<file path="src/rtl/dma_priority_resolver_pkg.sv">
// Shared types for the DMA priority resolver.
// Holds the state and mode enums and the default channel count.
package dmaPkg;

   localparam int NUM_CH_DEF = 4;

   typedef enum logic [2:0] {
      IDLE,
      REQ,
      GRANT,
      ACTIVE,
      RELEASE
   } state_e;

   typedef enum logic {
      SINGLE = 1'b0,
      DEMAND = 1'b1
   } mode_e;

endpackage

</file>
<file path="src/rtl/dma_rr_pick.sv">
// Rotate-and-find-first channel picker.
// Also intended for reuse by the cascade logic.
module dma_rr_pick
   import dmaPkg::*;
#(
   parameter int NUM_CH = NUM_CH_DEF,
   parameter int CH_W   = $clog2(NUM_CH)
) (
   input  logic [NUM_CH-1:0] pending_i,
   input  logic [CH_W-1:0]   ptr_i,
   input  logic              rotate_i,
   output logic [CH_W-1:0]   winner_o,
   output logic              any_o
);

   int idx;

   always_comb begin
      winner_o = '0;
      any_o    = 1'b0;
      idx      = 0;
      for (int i = 0; i < NUM_CH; i++) begin
         // Rotating search begins just after the lowest-priority pointer.
         idx = rotate_i ? (int'(ptr_i) + 1 + i) % NUM_CH : i;
         if (!any_o && pending_i[idx]) begin
            any_o    = 1'b1;
            winner_o = CH_W'(idx);
         end
      end
   end

endmodule

</file>
<file path="src/rtl/dma_priority_resolver.sv">
// DMA channel arbiter and HRQ/HLDA bus-hold handshake engine.
// Grants one channel per hold and sequences its DACK with the timing strobes.
module dma_priority_resolver
   import dmaPkg::*;
#(
   parameter int NUM_CH = NUM_CH_DEF,
   parameter int CH_W   = $clog2(NUM_CH)
) (
   input  logic              clk,
   input  logic              resetN,
   input  logic [NUM_CH-1:0] dreq,
   input  logic [NUM_CH-1:0] swReq,
   input  logic [NUM_CH-1:0] maskReg,
   input  logic [NUM_CH-1:0] chMode,
   input  logic              rotatingPriority,
   input  logic              ctrlDisable,
   input  logic              hlda,
   input  logic              assertDACK,
   input  logic              deassertDACK,
   input  logic              intEOP,
   output logic              hrq,
   output logic [NUM_CH-1:0] dack,
   output logic [CH_W-1:0]   activeCh,
   output logic              chValid,
   output logic [NUM_CH-1:0] swReqClr
);

   state_e            state_q, state_d;
   logic              hrq_q, hrq_d;
   logic [NUM_CH-1:0] dack_q, dack_d;
   logic [CH_W-1:0]   activeCh_q, activeCh_d;
   logic              chValid_q, chValid_d;
   logic [NUM_CH-1:0] swReqClr_q, swReqClr_d;
   logic [CH_W-1:0]   ptr_q, ptr_d;
   logic              eop_q, eop_d;

   logic [NUM_CH-1:0] pending;
   logic [CH_W-1:0]   winner;
   logic              anyPend;
   logic              demandMore;

   assign pending = (dreq & ~maskReg) | swReq;

   dma_rr_pick #(
      .NUM_CH (NUM_CH),
      .CH_W   (CH_W)
   ) u_pick (
      .pending_i (pending),
      .ptr_i     (ptr_q),
      .rotate_i  (rotatingPriority),
      .winner_o  (winner),
      .any_o     (anyPend)
   );

   assign demandMore = (mode_e'(chMode[activeCh_q]) == DEMAND)
                     && pending[activeCh_q];

   always_comb begin
      state_d    = state_q;
      hrq_d      = hrq_q;
      dack_d     = dack_q;
      activeCh_d = activeCh_q;
      chValid_d  = chValid_q;
      swReqClr_d = '0;
      ptr_d      = ptr_q;
      eop_d      = eop_q;
      unique case (state_q)
         IDLE: begin
            eop_d = 1'b0;
            // A bit being cleared this cycle is already serviced.
            if (|(pending & ~swReqClr_q) && !ctrlDisable) begin
               hrq_d   = 1'b1;
               state_d = REQ;
            end
         end
         REQ: begin
            if (hlda) begin
               if (anyPend) begin
                  activeCh_d = winner;
                  chValid_d  = 1'b1;
                  state_d    = GRANT;
               end else begin
                  hrq_d   = 1'b0;
                  state_d = IDLE;
               end
            end
         end
         GRANT, ACTIVE: begin
            if (!hlda) begin
               hrq_d     = 1'b0;
               dack_d    = '0;
               chValid_d = 1'b0;
               eop_d     = 1'b0;
               state_d   = IDLE;
            end else begin
               if (intEOP) eop_d = 1'b1;
               if (deassertDACK && (state_q == ACTIVE || assertDACK)) begin
                  dack_d  = '0;
                  state_d = (eop_q || intEOP || !demandMore) ? RELEASE : GRANT;
               end else if (state_q == GRANT && assertDACK) begin
                  dack_d  = NUM_CH'(1) << activeCh_q;
                  state_d = ACTIVE;
               end
            end
         end
         RELEASE: begin
            hrq_d                  = 1'b0;
            chValid_d              = 1'b0;
            eop_d                  = 1'b0;
            swReqClr_d[activeCh_q] = swReq[activeCh_q];
            if (rotatingPriority) ptr_d = activeCh_q;
            state_d = IDLE;
         end
         default: state_d = IDLE;
      endcase
   end

   always_ff @(posedge clk) begin
      if (!resetN) begin
         state_q    <= IDLE;
         hrq_q      <= 1'b0;
         dack_q     <= '0;
         activeCh_q <= '0;
         chValid_q  <= 1'b0;
         swReqClr_q <= '0;
         ptr_q      <= CH_W'(NUM_CH - 1);
         eop_q      <= 1'b0;
      end else begin
         state_q    <= state_d;
         hrq_q      <= hrq_d;
         dack_q     <= dack_d;
         activeCh_q <= activeCh_d;
         chValid_q  <= chValid_d;
         swReqClr_q <= swReqClr_d;
         ptr_q      <= ptr_d;
         eop_q      <= eop_d;
      end
   end

   assign hrq      = hrq_q;
   assign dack     = dack_q;
   assign activeCh = activeCh_q;
   assign chValid  = chValid_q;
   assign swReqClr = swReqClr_q;

endmodule

</file>
<file path="config.mk">
export PLATFORM = sky130hd
export DESIGN_NAME = dma_priority_resolver
export DESIGN_NICKNAME = d
export VERILOG_FILES = /design/src/rtl/dma_priority_resolver_pkg.sv /design/src/rtl/dma_rr_pick.sv /design/src/rtl/dma_priority_resolver.sv
export SDC_FILE = /design/constraint.sdc
export NUM_CORES = 1
export LEC_CHECK = 0
export ABC_AREA = 1
export BUFFER_PORTS_ARGS = -buffer_cell sky130_fd_sc_hd__buf_2
export CAP_MARGIN = 10
export CELL_PAD_IN_SITES_DETAIL_PLACEMENT = 0
export CELL_PAD_IN_SITES_GLOBAL_PLACEMENT = 2
export CORE_MARGIN = 3
export CORE_UTILIZATION = 27
export CTS_CLUSTER_DIAMETER = 150
export DETAILED_ROUTE_END_ITERATION = 8
export PLACE_DENSITY_LB_ADDON = 0.25
export REMOVE_ABC_BUFFERS = 1
export SKIP_CTS_REPAIR_TIMING = 1
export SYNTH_ARGS = -nofsm -noshare
export SYNTH_HDL_FRONTEND = slang
export SYNTH_SLANG_ARGS = --single-unit
</file>
<file path="constraint.sdc">
create_clock -name clk -period 3.1 [get_ports clk]
set_clock_uncertainty 0.15 [all_clocks]
set_input_delay 0.62 -clock clk [delete_from_list [all_inputs] [get_ports clk]]
set_output_delay 0.62 -clock clk [all_outputs]
set_load 0.01 [all_outputs]
</file>
### After elaboration in Yosys (flattened, before gate mapping)

Index checks and enable logic that the tools add are counted.

* add/sub/neg operators: 4
* multiply operators: 0
* div/mod/pow operators: 0
* $lt $le $gt $ge: 6
* equal/unequal tests: 12
* shift-type cells: 1
* mux-type cells: 54
* bitwise operators: 10
* reductions and logical operators: 35

Operators by type and width (number)
* $lt A32 B4 Y1 const B: 4
* $mux W32: 4
* $add A32 B3 Y32 const B: 2
* $add A32 B2 Y32 const B: 1
* $mux W1: 24
* $mux W3: 6
* $bmux W1 S2: 7
* $and A4 B4 Y4: 3
* $mux W4: 3
* $reduce_or A2 Y1: 6
* $mux W2: 5
* $ne A2 B2 Y1 const B: 5
* $pmux W3 S3: 1
* $logic_and A1 B1 Y1: 8
* $not A4 Y4: 2
* $reduce_and A2 Y1: 4
* $eq A3 B2 Y1 const B: 2
* $reduce_and A3 Y1: 2
* $logic_not A1 Y1: 5
* $reduce_and A5 Y1: 1
* $ne A4 B4 Y1 const B: 1
* $or A4 B4 Y4: 1
* $pmux W1 S4: 1
* $reduce_and A4 Y1: 1
* 19 further kinds: 23

* register bits: 18
* latch bits: 0
* memory bits (writable): 0
* ROM bits: 0
* input bits: 24
* output and inout bits: 12
* logic and storage cells: 130
* memories kept: 0

### Logic depth before layout (Yosys ltp)

* depth in word-level cells: 20
* mapped depth: 12
* depth with buffers taken out: 12

### Modules after synthesis

From an unflattened synthesis, not the netlist that was laid out.

* cells, all modules: 223
* area, all modules: 1367.6 µm²

Modules (own cells, without submodules)
* dma_priority_resolver: times used 1, cells each 153, area each 1008.5 µm²
* dma_rr_pick: times used 1, cells each 70, area each 359.1 µm²

### Worst setup path before layout

No wires, ideal clock.

* path type: input to register
* from: input port rotatingPriority
* to: register hrq_q, in the netlist hrq
* data arrival time: 1.514 ns
* required time: 2.830 ns
* path slack: 1.316 ns
* stages: 11
* path through: inv_2 nor2_4 nand3_1 nand3_1 nand2_2 nor2_4 nand3_4 nand2_2 nand3_1 nand2_1 a21oi_2

* cells in the longest elaborated chain, start to end: 16
* elaborated cells on any way between the ends: 28
* those cells by class: eq/ne (1); mux (20); reduce/logical (7)

Ends and longest elaborated chain
* start, declared: RTL line dma_priority_resolver.sv:15 `input logic rotatingPriority,`
* $mux W32: RTL line dma_rr_pick.sv:24 `idx = rotate_i ? (int'(ptr_i) + 1 + i) % NUM_CH : i;`
* $bmux W1 S2: RTL line dma_rr_pick.sv:25 `if (!any_o && pending_i[idx]) begin`
* $mux W1 (not written as such) (2 in series): RTL line dma_rr_pick.sv:25
* $mux W1: RTL line dma_rr_pick.sv:25
* $logic_not A1 Y1: RTL line dma_rr_pick.sv:25
* $logic_and A1 B1 Y1: RTL line dma_rr_pick.sv:25
* $mux W1: RTL line dma_rr_pick.sv:25
* $logic_not A1 Y1: RTL line dma_rr_pick.sv:25
* $logic_and A1 B1 Y1: RTL line dma_rr_pick.sv:25
* $mux W1: RTL line dma_rr_pick.sv:25
* $logic_not A1 Y1: RTL line dma_rr_pick.sv:25
* $logic_and A1 B1 Y1: RTL line dma_rr_pick.sv:25
* $mux W1 (*): RTL line dma_rr_pick.sv:25
* $ne A2 B2 Y1 (no line) (*)
* $reduce_and A5 Y1 (no line) (*)
* end signal, assigned: RTL line dma_priority_resolver.sv:130 `hrq_q <= hrq_d;`
* end, declared: RTL line dma_priority_resolver.sv:29 `logic hrq_q, hrq_d;`

Every way passes the cells marked *; elsewhere a longest branch is shown, timed or not. The select of a mux whose other input is x is not followed.
A chain may end at the register's enable or synchronous reset.

### Worst setup path after layout

* from: register state_q[1]
* to: register state_q[1]

* cells in the longest elaborated chain, start to end: 6
* elaborated cells on any way between the ends: 15
* those cells by class: eq/ne (6); mux (3); reduce/logical (6)

Ends and longest elaborated chain
* start, declared: RTL line dma_priority_resolver.sv:28 `state_e state_q, state_d;`
* start signal, assigned: RTL line dma_priority_resolver.sv:129 `state_q <= state_d;`
* $eq A3 B2 Y1: RTL line dma_priority_resolver.sv:67, dma_priority_resolver.sv:97
* $logic_or A1 B1 Y1: RTL line dma_priority_resolver.sv:97 `if (deassertDACK && (state_q == ACTIVE || assertDACK)) begin`
* $logic_and A1 B1 Y1: RTL line dma_priority_resolver.sv:97
* $mux W3: RTL line dma_priority_resolver.sv:97
* $mux W3: RTL line dma_priority_resolver.sv:89 `if (!hlda) begin`
* $pmux W3 S3: RTL line dma_priority_resolver.sv:67 `unique case (state_q)`

Several ways; a longest one is shown, not always the timed one.

==> impl_metrics.yaml <==
power_and_ir_drop:
  pwr_cell_area_mw_per_mm2: 540
  ir_worst_vdd_mv: 0.276
  p_leak_uw: 0.000788
synth:
  syn_avg_cell_area_um2: 6.09
  synth_area_leader_cell: "sky130_fd_sc_hd__dfxtp_1"
  synthTopCellsByArea: "sky130_fd_sc_hd__dfxtp_1 (30%), sky130_fd_sc_hd__nand2_1 (19%), sky130_fd_sc_hd__inv_1 (9.6%), sky130_fd_sc_hd__nand3_1 (8.7%), sky130_fd_sc_hd__nor2_1 (5.3%)"
  synth.yosys.seq_area_share_pct: 29.9
  synth_top_area_share_pct: 29.9
  synth.lib_cells_used.distinct: 24
  synth-seq-cells: 18
  ys_warn_count: 0
  gate_count_post_synth: 198
  netlist_area_mm2: 0.00121
floorplan:
  die_height_um: 72.8
  die_area_mm2: 0.00530
  ioPinCount: 36
  core_area_mm2: 0.00414
  start_util_pct: 29.1
  die_w_um: 72.8
  row_cnt: 23
clock_tree:
  clkTransAtPathRegs_ns: 0.07
  tritoncts_clock_tree: "done"
  cts_htree_levels: 1
  clk_latency_ns: 0.25
  cts_sinks: 18
  ctsLongestPathBuffers: 2
  numCtsBuffers: 3
  root_buffer: "sky130_fd_sc_hd__clkbuf_8"
flow_run:
  max-cap-violations: 0
global_routing:
  gr-total-overflow: 0
  grtUsageMet3_pct: 3.86
  maximum_number_of_pins_on_one_net_before_global_route_repair: 11
  global_route.peak_usage_layer: "met2"
  track_usage_pct: 13.2
  antenna_found_initial: 0
  grt_pass1_vias: 1245
  grtUsageMet2_pct: 19.3
  gr-usage-met1_pct: 19.1
  global_route_wire_length_before_repair_um: 5530
worst_setup_path:
  critPathLaunchType: "register"
  path_max_fanout: 6
  critical_path.most_common_cell: "sky130_fd_sc_hd__inv_1"
  critPathMaxStageDelay_ns: 0.36
  regToRegSetupSlack_ns: 1.29
  critPathKind: "register to register"
  cpMaxStageDelayCell: "sky130_fd_sc_hd__dfxtp_1"
  worst_ep_required_time_ns: 3.10
  crit_path_cell_trace: "inv_1, nor2_2, nand2_1, a21boi_1, inv_1, nand2_1, nor2_1, nor2_1, nand3_1, nand4_1, inv_1"
  critical_path_arrival_ns: 1.81
  worst-r2r-cell-count: 11
  r2r-start: "state_q[1]"
  crit-reg2reg-capture: "state_q[1]"
  worst_setup_path_end_kind: "register"
place:
  port_bufs: 35
  post_dp_hpwl_um: 2810
  detailed_place.area_mm2: 0.00144
  gp_congestion: 0.779
route:
  via_per_inst: 4.59
  num_vias: 1314
  routedWlPerCell_um: 11.5
  drt_wl_total_um: 3300
  drt_drc_violations_left: 0
  drt_first_pass_iters: 4
  antenna_nets_post_route: 0
  dr_iter_0_viols: 63
timing:
  grt_setup_unrepaired: "false"
  slew_headroom_pct: 77.3
  fin_crit_sh_pct: 58.3
  finalMaxSlewViolations: 0
  period_minus_slack_ns: 1.81
  worstMarginPinSlew_ns: 0.332
  finalHoldViolCount: 0
  setup_tns_ns: 0
  max_freq_ghz: 0.553
  setup_viol: 0
finish:
  layout.cells.most_common_list: "sky130_fd_sc_hd__nand2_1 (62), sky130_fd_sc_hd__buf_2 (35), sky130_fd_sc_hd__inv_1 (31), sky130_fd_sc_hd__nand3_1 (21), sky130_fd_sc_hd__dfxtp_1 (18)"
  design_area_mm2: 0.00149
  layout.cells.most_common: "sky130_fd_sc_hd__nand2_1"
  drive_gt1_share_pct: 24.6
  layout.nets: 261
  antenna-diode-count: 0
  finalCoreUtilization_pct: 36.1
  area_growth_syn_to_layout_pct: 23.9
hold_path:
  worstHoldStart: "chValid"
  holdPathStages: 2
  hp-class: "register to register"
  worst_hold_path.endpoint: "chValid"
run_status:
  outcome: "completed"
critical path: cells and delay by family, from the launching register on:
family	cells	cell delay, ns
AOI/OAI and AO/OA	1	0.16
DFF	1	0.36
buffers and inverters	3	0.19
and+or+nand+nor	7	0.85
report_power, final:
part | internal, µW | leakage [µW] | switching (µW)
clock | 113 | 0.0000288 | 77.2
combinational | 111 | 0.000613 | 211
sequential | 262 | 0.000146 | 31.8
metrics by stage:
step                setup WS (ns)  instances  power (µW)  hold WS, ns
floorplan                    1.32        197         525        0.322
global placement             1.03        282         629        0.285
detailed placement           1.04        282         619        0.298
CTS                          1.30        286         814        0.309
global route                 1.10        286         871        0.332
finish                       1.29        286         807        0.301
flip-flops by register name (all words and copies together) (netlist names):
| name | flops |
|---|---|
| dack | 4 |
| swReqClr | 4 |
| state_q | 3 |
| activeCh | 2 |
| ptr_q | 2 |
| chValid | 1 |
| eop_q | 1 |
| hrq | 1 |
final cells by class:
type	count	area [µm²]
fillers	492	2650
clock buffers	4	55.1
inverters	34	128
repair buffers	35	175
flip-flops and latches	18	360
well taps	50	62.6
multi-input cells	145	713
logic make-up after synthesis:
kind of cell           Yosys count  synth area share, %
DFF                             18                 29.9
AOI/OAI and AO/OA               22                 10.7
and+or+nand+nor                123                 48.4
buffers and inverters           35                 11.0
how the worst max path moves through the flow:
stage | startpoint | endpoint | slack [ns] | cells after the start
finish | state_q[1] | state_q[1] | 1.29 | 11
global route | state_q[1] | dack[2] | 1.10 | 8
global placement | rotatingPriority | state_q[1] | 1.03 | 12
detailed placement | rotatingPriority | hrq | 1.04 | 12
CTS | rotatingPriority | hrq | 1.30 | 12
floorplan | rotatingPriority | hrq | 1.32 | 11
per-layer routing:
| layer | wire length, µm | share of wire (%) | up-vias |
|---|---|---|---|
| met5 | 0 | 0 | - |
| met4 | 10 | 0.30 | 0 |
| met3 | 222 | 6.7 | 2 |
| met2 | 1350 | 41 | 42 |
| met1 | 1720 | 52 | 561 |
| li1 | - | - | 709 |
cells in the mapped netlist, drive strengths merged:
cell type  number
a2111oi         1
inv            34
nand3          26
nand2          67
a31oi           1
buf             1
nor2           21
nor3            2
nor4            2
a21oi          13
o211ai          2
o21ai           3
dfxtp          18
a22oi           1
nand4           5
a21boi          1
Power figures use the tool's default switching activity.
